### src/rtl/fetch_unit_if.sv
// Fetch-stage bus bundle: instruction-memory request/response, decode handshake and redirect.
// fetch_misaligned exists only when MISALIGN_CHECK_EN is defined.
interface fetch_unit_if;
  logic        imem_req_valid;
  logic        imem_req_ready;
  logic [31:0] imem_addr;
  logic        imem_rsp_valid;
  logic [31:0] imem_rsp_data;
  logic        if_valid;
  logic        if_ready;
  logic [31:0] if_instr;
  logic [31:0] if_pc;
  logic        redirect_valid;
  logic [31:0] redirect_pc;
`ifdef MISALIGN_CHECK_EN
  logic        fetch_misaligned;

  modport master (
    output imem_req_valid, imem_addr, if_valid, if_instr, if_pc, fetch_misaligned,
    input  imem_req_ready, imem_rsp_valid, imem_rsp_data, if_ready, redirect_valid, redirect_pc
  );
  modport slave (
    input  imem_req_valid, imem_addr, if_valid, if_instr, if_pc, fetch_misaligned,
    output imem_req_ready, imem_rsp_valid, imem_rsp_data, if_ready, redirect_valid, redirect_pc
  );
`else
  modport master (
    output imem_req_valid, imem_addr, if_valid, if_instr, if_pc,
    input  imem_req_ready, imem_rsp_valid, imem_rsp_data, if_ready, redirect_valid, redirect_pc
  );
  modport slave (
    input  imem_req_valid, imem_addr, if_valid, if_instr, if_pc,
    output imem_req_ready, imem_rsp_valid, imem_rsp_data, if_ready, redirect_valid, redirect_pc
  );
`endif
endinterface

### src/rtl/fetch_unit.sv
// RISC-V fetch stage: PC, credit-limited word fetch, in-order response buffer, redirect with stale-drop.
// Optional misaligned-redirect trap is enabled by defining MISALIGN_CHECK_EN.
module fetch_unit #(
  parameter logic [31:0] RESET_PC = 32'h0000_0000,
  parameter int          DEPTH    = 2
) (
  input  logic         clk,
  input  logic         reset,
  fetch_unit_if.master bus
);

  localparam int PW = (DEPTH > 1) ? $clog2(DEPTH) : 1;
  localparam int CW = PW + 1;
  localparam logic [CW:0]   DEPTH_SUM = (CW + 1)'(DEPTH);
  localparam logic [CW-1:0] DEPTH_CNT = CW'(DEPTH);

  typedef struct packed {
    logic [31:0] pc;
    logic [31:0] instr;
  } entry_t;

  entry_t        mem [DEPTH];
  logic [PW-1:0] head;
  logic [PW-1:0] tail;
  logic [CW-1:0] count;
  logic [CW-1:0] outstanding;
  logic [CW-1:0] drop;
  logic [31:0]   pc;
  logic [31:0]   rsp_pc;
  logic          misaligned;

  logic          credit_ok;
  logic          req_fire;
  logic          rsp_keep;
  logic          pop;
  logic [CW-1:0] out_next;
  logic [31:0]   target_pc;

  // Credits cover both buffered and in-flight words, so an accepted response always has a slot.
  assign credit_ok = ({1'b0, count} + {1'b0, outstanding}) < DEPTH_SUM;

  assign bus.imem_req_valid = !reset && !bus.redirect_valid && !misaligned && credit_ok;
  assign bus.imem_addr      = pc;
  assign req_fire           = bus.imem_req_valid && bus.imem_req_ready;

  assign rsp_keep  = bus.imem_rsp_valid && (drop == '0) && !bus.redirect_valid;
  assign pop       = (count != '0) && bus.if_ready;
  assign out_next  = outstanding + CW'(req_fire) - CW'(bus.imem_rsp_valid);
  assign target_pc = {bus.redirect_pc[31:2], 2'b00};

  assign bus.if_valid = (count != '0);
  assign bus.if_instr = mem[head].instr;
  assign bus.if_pc    = mem[head].pc;

  always_ff @(posedge clk) begin
    if (reset) begin
      // NOTE: state uses non-blocking assignments so every register samples pre-edge values.
      pc          <= RESET_PC;
      rsp_pc      <= RESET_PC;
      head        <= '0;
      tail        <= '0;
      count       <= '0;
      outstanding <= '0;
      drop        <= '0;
      // NOTE: the buffer is reset because its head entry drives if_instr/if_pc directly.
      for (int i = 0; i < DEPTH; i++) mem[i] <= '0;
    end else begin
      outstanding <= out_next;
      if (bus.redirect_valid) begin
        // Everything still in flight after this cycle belongs to the old path.
        pc     <= target_pc;
        rsp_pc <= target_pc;
        head   <= '0;
        tail   <= '0;
        count  <= '0;
        drop   <= out_next;
      end else begin
        if (req_fire) pc <= pc + 32'd4;
        if (bus.imem_rsp_valid && (drop != '0)) drop <= drop - CW'(1);
        if (rsp_keep) begin
          mem[tail] <= '{pc: rsp_pc, instr: bus.imem_rsp_data};
          tail      <= tail + PW'(1);
          rsp_pc    <= rsp_pc + 32'd4;
        end
        if (pop) head <= head + PW'(1);
        count <= count + CW'(rsp_keep) - CW'(pop);
      end
    end
  end

`ifdef MISALIGN_CHECK_EN
  always_ff @(posedge clk) begin
    if (reset) begin
      misaligned <= 1'b0;
    end else if (bus.redirect_valid) begin
      misaligned <= (bus.redirect_pc[1:0] != 2'b00);
    end
  end
  assign bus.fetch_misaligned = misaligned;
`else
  logic unused_redirect_lsbs;
  assign misaligned           = 1'b0;
  assign unused_redirect_lsbs = &{1'b0, bus.redirect_pc[1:0]};
`endif

  // Protocol and credit invariants, checked in simulation only.
  always @(posedge clk) begin
    if (!reset) begin
      assert (!(rsp_keep && (count == DEPTH_CNT)));
      assert (!(bus.imem_rsp_valid && (outstanding == '0)));
    end
  end

endmodule

### src/flat_wrapper.sv
// flat-port wrapper written by rule: the top's interface ports become plain ports
module fetch_unit_flat 
#(
  parameter logic [31:0] RESET_PC = 32'h0000_0000,
  parameter int          DEPTH    = 2
)
  (clk, reset, bus_imem_req_valid, bus_imem_addr, bus_if_valid, bus_if_instr, bus_if_pc, bus_imem_req_ready, bus_imem_rsp_valid, bus_imem_rsp_data, bus_if_ready, bus_redirect_valid, bus_redirect_pc);
  fetch_unit_if bus_i ();
  input  logic clk;
  input  logic reset;
  output wire logic [$bits(bus_i.imem_req_valid)-1:0] bus_imem_req_valid;
  output wire logic [$bits(bus_i.imem_addr)-1:0] bus_imem_addr;
  output wire logic [$bits(bus_i.if_valid)-1:0] bus_if_valid;
  output wire logic [$bits(bus_i.if_instr)-1:0] bus_if_instr;
  output wire logic [$bits(bus_i.if_pc)-1:0] bus_if_pc;
  input wire logic [$bits(bus_i.imem_req_ready)-1:0] bus_imem_req_ready;
  input wire logic [$bits(bus_i.imem_rsp_valid)-1:0] bus_imem_rsp_valid;
  input wire logic [$bits(bus_i.imem_rsp_data)-1:0] bus_imem_rsp_data;
  input wire logic [$bits(bus_i.if_ready)-1:0] bus_if_ready;
  input wire logic [$bits(bus_i.redirect_valid)-1:0] bus_redirect_valid;
  input wire logic [$bits(bus_i.redirect_pc)-1:0] bus_redirect_pc;
  assign bus_imem_req_valid = bus_i.imem_req_valid;
  assign bus_imem_addr = bus_i.imem_addr;
  assign bus_if_valid = bus_i.if_valid;
  assign bus_if_instr = bus_i.if_instr;
  assign bus_if_pc = bus_i.if_pc;
  assign bus_i.imem_req_ready = bus_imem_req_ready;
  assign bus_i.imem_rsp_valid = bus_imem_rsp_valid;
  assign bus_i.imem_rsp_data = bus_imem_rsp_data;
  assign bus_i.if_ready = bus_if_ready;
  assign bus_i.redirect_valid = bus_redirect_valid;
  assign bus_i.redirect_pc = bus_redirect_pc;
  fetch_unit #(.RESET_PC(RESET_PC), .DEPTH(DEPTH)) u_core (.clk(clk), .reset(reset), .bus(bus_i));
endmodule
### config.mk
export PLATFORM = sky130hd
export DESIGN_NAME = fetch_unit_flat
export DESIGN_NICKNAME = d
export VERILOG_FILES = /design/src/rtl/fetch_unit_if.sv /design/src/rtl/fetch_unit.sv /design/src/flat_wrapper.sv
export SDC_FILE = /design/constraint.sdc
export NUM_CORES = 1
export LEC_CHECK = 0
export BUFFER_PORTS_ARGS = -buffer_cell sky130_fd_sc_hd__buf_2
export CORE_ASPECT_RATIO = 1.75
export CORE_MARGIN = 5
export CORE_UTILIZATION = 56
export DETAILED_ROUTE_END_ITERATION = 6
export GPL_ROUTABILITY_DRIVEN = 0
export MAX_ROUTING_LAYER = met4
export PLACE_DENSITY = 0.76
export SYNTH_ARGS = -nofsm -noshare
export SYNTH_HDL_FRONTEND = slang
export SYNTH_SLANG_ARGS = --single-unit
export TNS_END_PERCENT = 20
### constraint.sdc
create_clock -name clk -period 9.5 [get_ports clk]
set_clock_uncertainty 0.1 [all_clocks]
set_input_delay 1.425 -clock clk [delete_from_list [all_inputs] [get_ports clk]]
set_output_delay 1.425 -clock clk [all_outputs]
set_load 0.02 [all_outputs]
; Word level (Yosys, flattened, before mapping)
; Memory sizes are Yosys's and may differ from the RTL's. A register that Yosys moved wholly into a read port is not among the register bits.
; Index checks and enable logic that the tools add are counted.
[op_classes]
mux = 17
magnitude_cmp = 1
reduce_logical = 17
addsub = 10
[op_table]
columns = operator, n
row1 = 32-bit 2-to-1 mux, 4
row2 = "32-bit by 3-bit adder with 32-bit output, second input constant", 2
row3 = 64-bit 2-to-1 mux, 1
row4 = 64-bit OR reduction, 1
row5 = 1-bit 2-to-1 mux, 10
row6 = 2-bit nonzero test, 5
row7 = 1-bit logical AND, 7
row8 = 2-bit by 1-bit adder with 2-bit output, 2
row9 = 2-bit 2-to-1 mux, 2
row10 = 2-bit by 1-bit subtractor with 2-bit output, 2
row11 = 2-bit by 2-bit adder with 3-bit output, 1
row12 = "3-bit by 2-bit less-than comparator with 1-bit output, second input constant", 1
row13 = "1-bit adder, second input constant", 2
row14 = 1-bit logical NOT, 2
row15 = 2-bit logical NOT, 1
row16 = 2-bit OR reduction, 1
row17 = "2-bit by 1-bit subtractor with 2-bit output, second input constant", 1
[word_totals]
out_inout_bits = 98
elab_cells = 55
ram_bits = 128
reg_bits = 72
n_memories = 1
input_bits = 70
[memory_table]
columns = memory, words, word_bits, read_ports, rd_clocked_by_memory_dff, wr, line_no
row1 = u_core.mem, 2, 64, 1, 1, 2, fetch_unit.sv:22  ; entry_t mem [DEPTH];

; Logic depth before layout (Yosys ltp)
[logic_depth]
word_depth = 9
depth_mapped = 10
mapped_depth_nobuf = 10

; Worst setup path after synthesis
; Ideal clock, no wire load.
[synth_timing]
path_type = in2reg
start = in bus_redirect_valid
end = mem u_core.mem[0][0] in the netlist's numbering (enable)
stages = 4
setup_time_ns = 0.574
path_buffers = 3
required_ns = 8.826
path_slack_ns = 2.201
arrival_time_ns = 6.625
path_cell_list = clkbuf_1 > clkbuf_1 > buf_1 > o31ai_1
[synth_lines]
columns = item, line_no
row1 = from (decl), flat_wrapper.sv:20  ; input wire logic [$bits(bus_i.redirect_valid)-1:0] bus_redirect_valid;
row2 = to (decl), fetch_unit.sv:22

; Worst setup path in the final report
[layout_timing]
start = in bus_redirect_valid
end = out bus_imem_req_valid
[layout_between]
elab_chain_len = 3
[layout_rtl]
columns = item, line_no
row1 = 1-bit logical NOT, fetch_unit.sv:42  ; assign bus.imem_req_valid = !reset && !bus.redirect_valid && !misaligned && credit_ok;
row2 = 1-bit logical AND (2 in series), fetch_unit.sv:42
row3 = to (decl), flat_wrapper.sv:11  ; output wire logic [$bits(bus_i.imem_req_valid)-1:0] bus_imem_req_valid;
; No other way between the ends.

==> run summary <==
status = finished clean
DPL Wire Length = 14400 um
Tcrit/Tclk final = 43.8%
most numerous cell on the critical path = buf_2
initial antenna violation count = 0
Post-Synthesis Cell Area = 9350 um^2
Async SR Flop Fraction = 0%
Slew Viols, Final = 0
Nets = 1019
Die Ht = 181 um
Antenna diodes = 0
global route overflow = 0
DRT iter0 DRCs = 322
final instance area = 10900 um^2
hold buffers post-CTS = 0
clk_lat worst skew = 0.42 ns
# clock sinks = 193
hold_sp = u_core.head$_SDFFE_PP0P_
number of synthesized flops with an enable pin = 124
Top delay family on crit path = simple AND/OR/NAND/NOR gates
worst hold path class = flip-flop to flip-flop
Core Area = 16400 um^2
largest net degree at the start of global routing = 73
Synth Flop Type = edfxtp_1
starting density of the core = 56.9%
post_cts resized = 0
synthesis-stage register bit count = 193
CTS max path bufs = 2
wire per inst = 17.8 um
final critical path time including I/O delays and setup = 4.16 ns
Synth Area per Inst = 11.6 um^2
Ports = 168
max cap viols = 0
first-pass GRT wire length = 33700 um
worst-margin pin slew = 1.02 ns
DRC viols = 0
share of cells above drive strength 1 = 29.7%
GRT Total Usage = 22.2%
Antenna Violating Nets Remaining = 0
CTS tree = built
Vias/cell = 5.73
reg-to-reg startpoint = u_core.drop[0]$_SDFFE_PP0P_
Finish-stage setup viols = 0
setup_tns = 0 ns
Critical Path Sink Type = output pin
I/O Buffers = 161
Cells after Synth = 803
vias post-DR = 6749
vias in the first global route = 6747
die area = 19500 um^2
Post-CTS Setup Inserts = 0
die width = 108 um
Seq/Total Area, Yosys = 54.6%
crit path buf inv count = 3
Startpoint Class = input port
CP arrival = 2.64 ns
slew margin rel. = 31.4%
crit path max fanout = 53
unrepaired setup endpoints after global routing = false
Layout area overhead = 16.0%
Clock transition at path regs = 0.07 ns
placed inst area = 10300 um^2
Tot Pwr = 1.94 mW
crit-path cells = buf_2 -> buf_4 -> or2_2 -> nor3_1 -> buf_2
Final Hold Viols = 0
CTS buffer count = 17
CP max stage delay = 0.46 ns
R2R cell count = 7
Peak VDD IR = 0.000124 V
worst reg2reg path endpoint = u_core.mem[1][19]$_SDFFCE_PN0P_
R2R setup slack = 6.41 ns
worst path required time = 7.98 ns
first-pass iteration count of the detailed router = 5
Setup Crit Path Kind = input port to output pin
# rows = 62
yosys warns = 0
post-synth cell types = 68
# H-tree levels = 4
Leak = 4.24 nW
PwrDens = 179 nW/um^2
hold depth = 2
CTS root buf = clkbuf_16
drt total wl = 21000 um
Fmax = 240 MHz
Crit-path slowest cell = or2_2
[per-layer routing]
metal | up-vias | routed length [um] | global-route usage (%)
li1 | 3253 | - | -
met1 | 3251 | 8310 | 25.1
met2 | 201 | 11000 | 38.9
met3 | 44 | 896 | 3.04
met4 | 0 | 754 | 9.30
met5 | - | 0 | -
[flip-flops by register name, summed over array words and instances, names as in the netlist, named ones only]
| signal | cells |
|---|---|
| u_core.bus.imem_addr | 30 |
| u_core.count | 2 |
| u_core.rsp_pc | 30 |
| u_core.drop | 2 |
| u_core.outstanding | 2 |
| u_core.head | 1 |
| u_core.mem | 124 |
| u_core.tail | 1 |
[power by group]
group | switching [mW] | internal, mW | leakage (nW)
registers | 0.0392 | 0.951 | 1.87
logic | 0.153 | 0.0992 | 2.10
clock network | 0.326 | 0.370 | 0.270
total | 0.518 | 1.42 | 4.24
[worst min-delay path: stages (launching register included)]
cell and delay, ns:
dfxtp_1 0.33, xnor2_1 0.08, nor2_1 0.08
[Yosys cell counts, types with 10 or more instances]
cell type	count	area (um^2)
xnor2_1	14	123
a21boi_0	21	158
nand3_1	22	110
xor2_1	13	114
mux2_2	62	698
and2_1	132	826
nor3_1	16	80.1
o21ai_0	22	110
dfxtp_1	69	1380
edfxtp_1	124	3720
and4_1	13	114
nand2_1	25	93.8
nor2_1	20	75.1
o31a_1	11	96.3
o21a_1	16	120
nor4_1	16	100
nand4_1	22	138
and3_1	10	62.6
clkbuf_1	41	154
[per-stage QoR]
stage	cells	hold slack, ns	setup WS (ns)	utilization [%]
4_1_cts	1177	0.424	5.33	66.0
3_5_place_dp	1146	0.407	5.21	62.5
3_3_place_gp	1146	0.397	5.25	62.5
5_1_grt	1177	0.442	5.24	66.0
6_report	1177	0.425	5.34	66.0
2_1_floorplan	806	0.381	2.20	-
[cell type report]
class / count / area, um^2
clock buffer: 17 / 425
clock inverter: 14 / 146
fill: 1360 / 5590
inverter: 12 / 45.0
multi-input combinational: 546 / 3970
sequential: 193 / 5110
tap: 224 / 280
timing repair buffer: 171 / 881
[how the worst max path moves through the flow]
stage / endpoint / slack [ns] / start / cells past startpoint
after global routing: bus_imem_req_valid / 5.24 / bus_redirect_valid / 5
after CTS: bus_imem_req_valid / 5.33 / bus_redirect_valid / 5
final: bus_imem_req_valid / 5.34 / bus_redirect_valid / 5
after floorplan: u_core.mem[0][0]$_SDFFCE_PN0P_ / 2.20 / bus_redirect_valid / 4
after global placement: u_core.mem[1][27]$_SDFFCE_PN0P_ / 5.25 / bus_redirect_valid / 7
after detailed placement: u_core.mem[1][26]$_SDFFCE_PN0P_ / 5.21 / bus_redirect_valid / 7
[logic make-up (layout without fill, tap and decap cells)]
kind of cell,count (synthesis),after routing,synth area share [%]
compound gates,124,124,9.72
flops,193,193,54.6
buf+inv,67,214,3.38
simple gates,320,320,21.0
xor+xnor,27,27,2.53
fa+ha+maj,8,8,1.15
mux,63,63,7.57
other cells,1,4,0.0401
[cells in the final DEF (no fill, tap or decap), drive strengths merged, types with 5 or more instances in the layout]
| cell | n |
|---|---|
| nor3 | 16 |
| o21a | 16 |
| nor3b | 5 |
| and2 | 133 |
| xor2 | 13 |
| clkbuf | 17 |
| dfxtp | 69 |
| or4 | 11 |
| o21ai | 22 |
| nand4 | 24 |
| a21oi | 5 |
| and3 | 10 |
| edfxtp | 124 |
| a31oi | 9 |
| buf | 171 |
| a311oi | 6 |
| nor2 | 20 |
| mux2 | 62 |
| or3 | 7 |
| a211oi | 6 |
| inv | 17 |
| xnor2 | 14 |
| nand3 | 22 |
| nor4 | 17 |
| o31a | 11 |
| o31ai | 5 |
| a21boi | 21 |
| o211ai | 5 |
| nand2 | 25 |
| ha | 7 |
| and4 | 14 |
(Power assumes the default switching activity.)
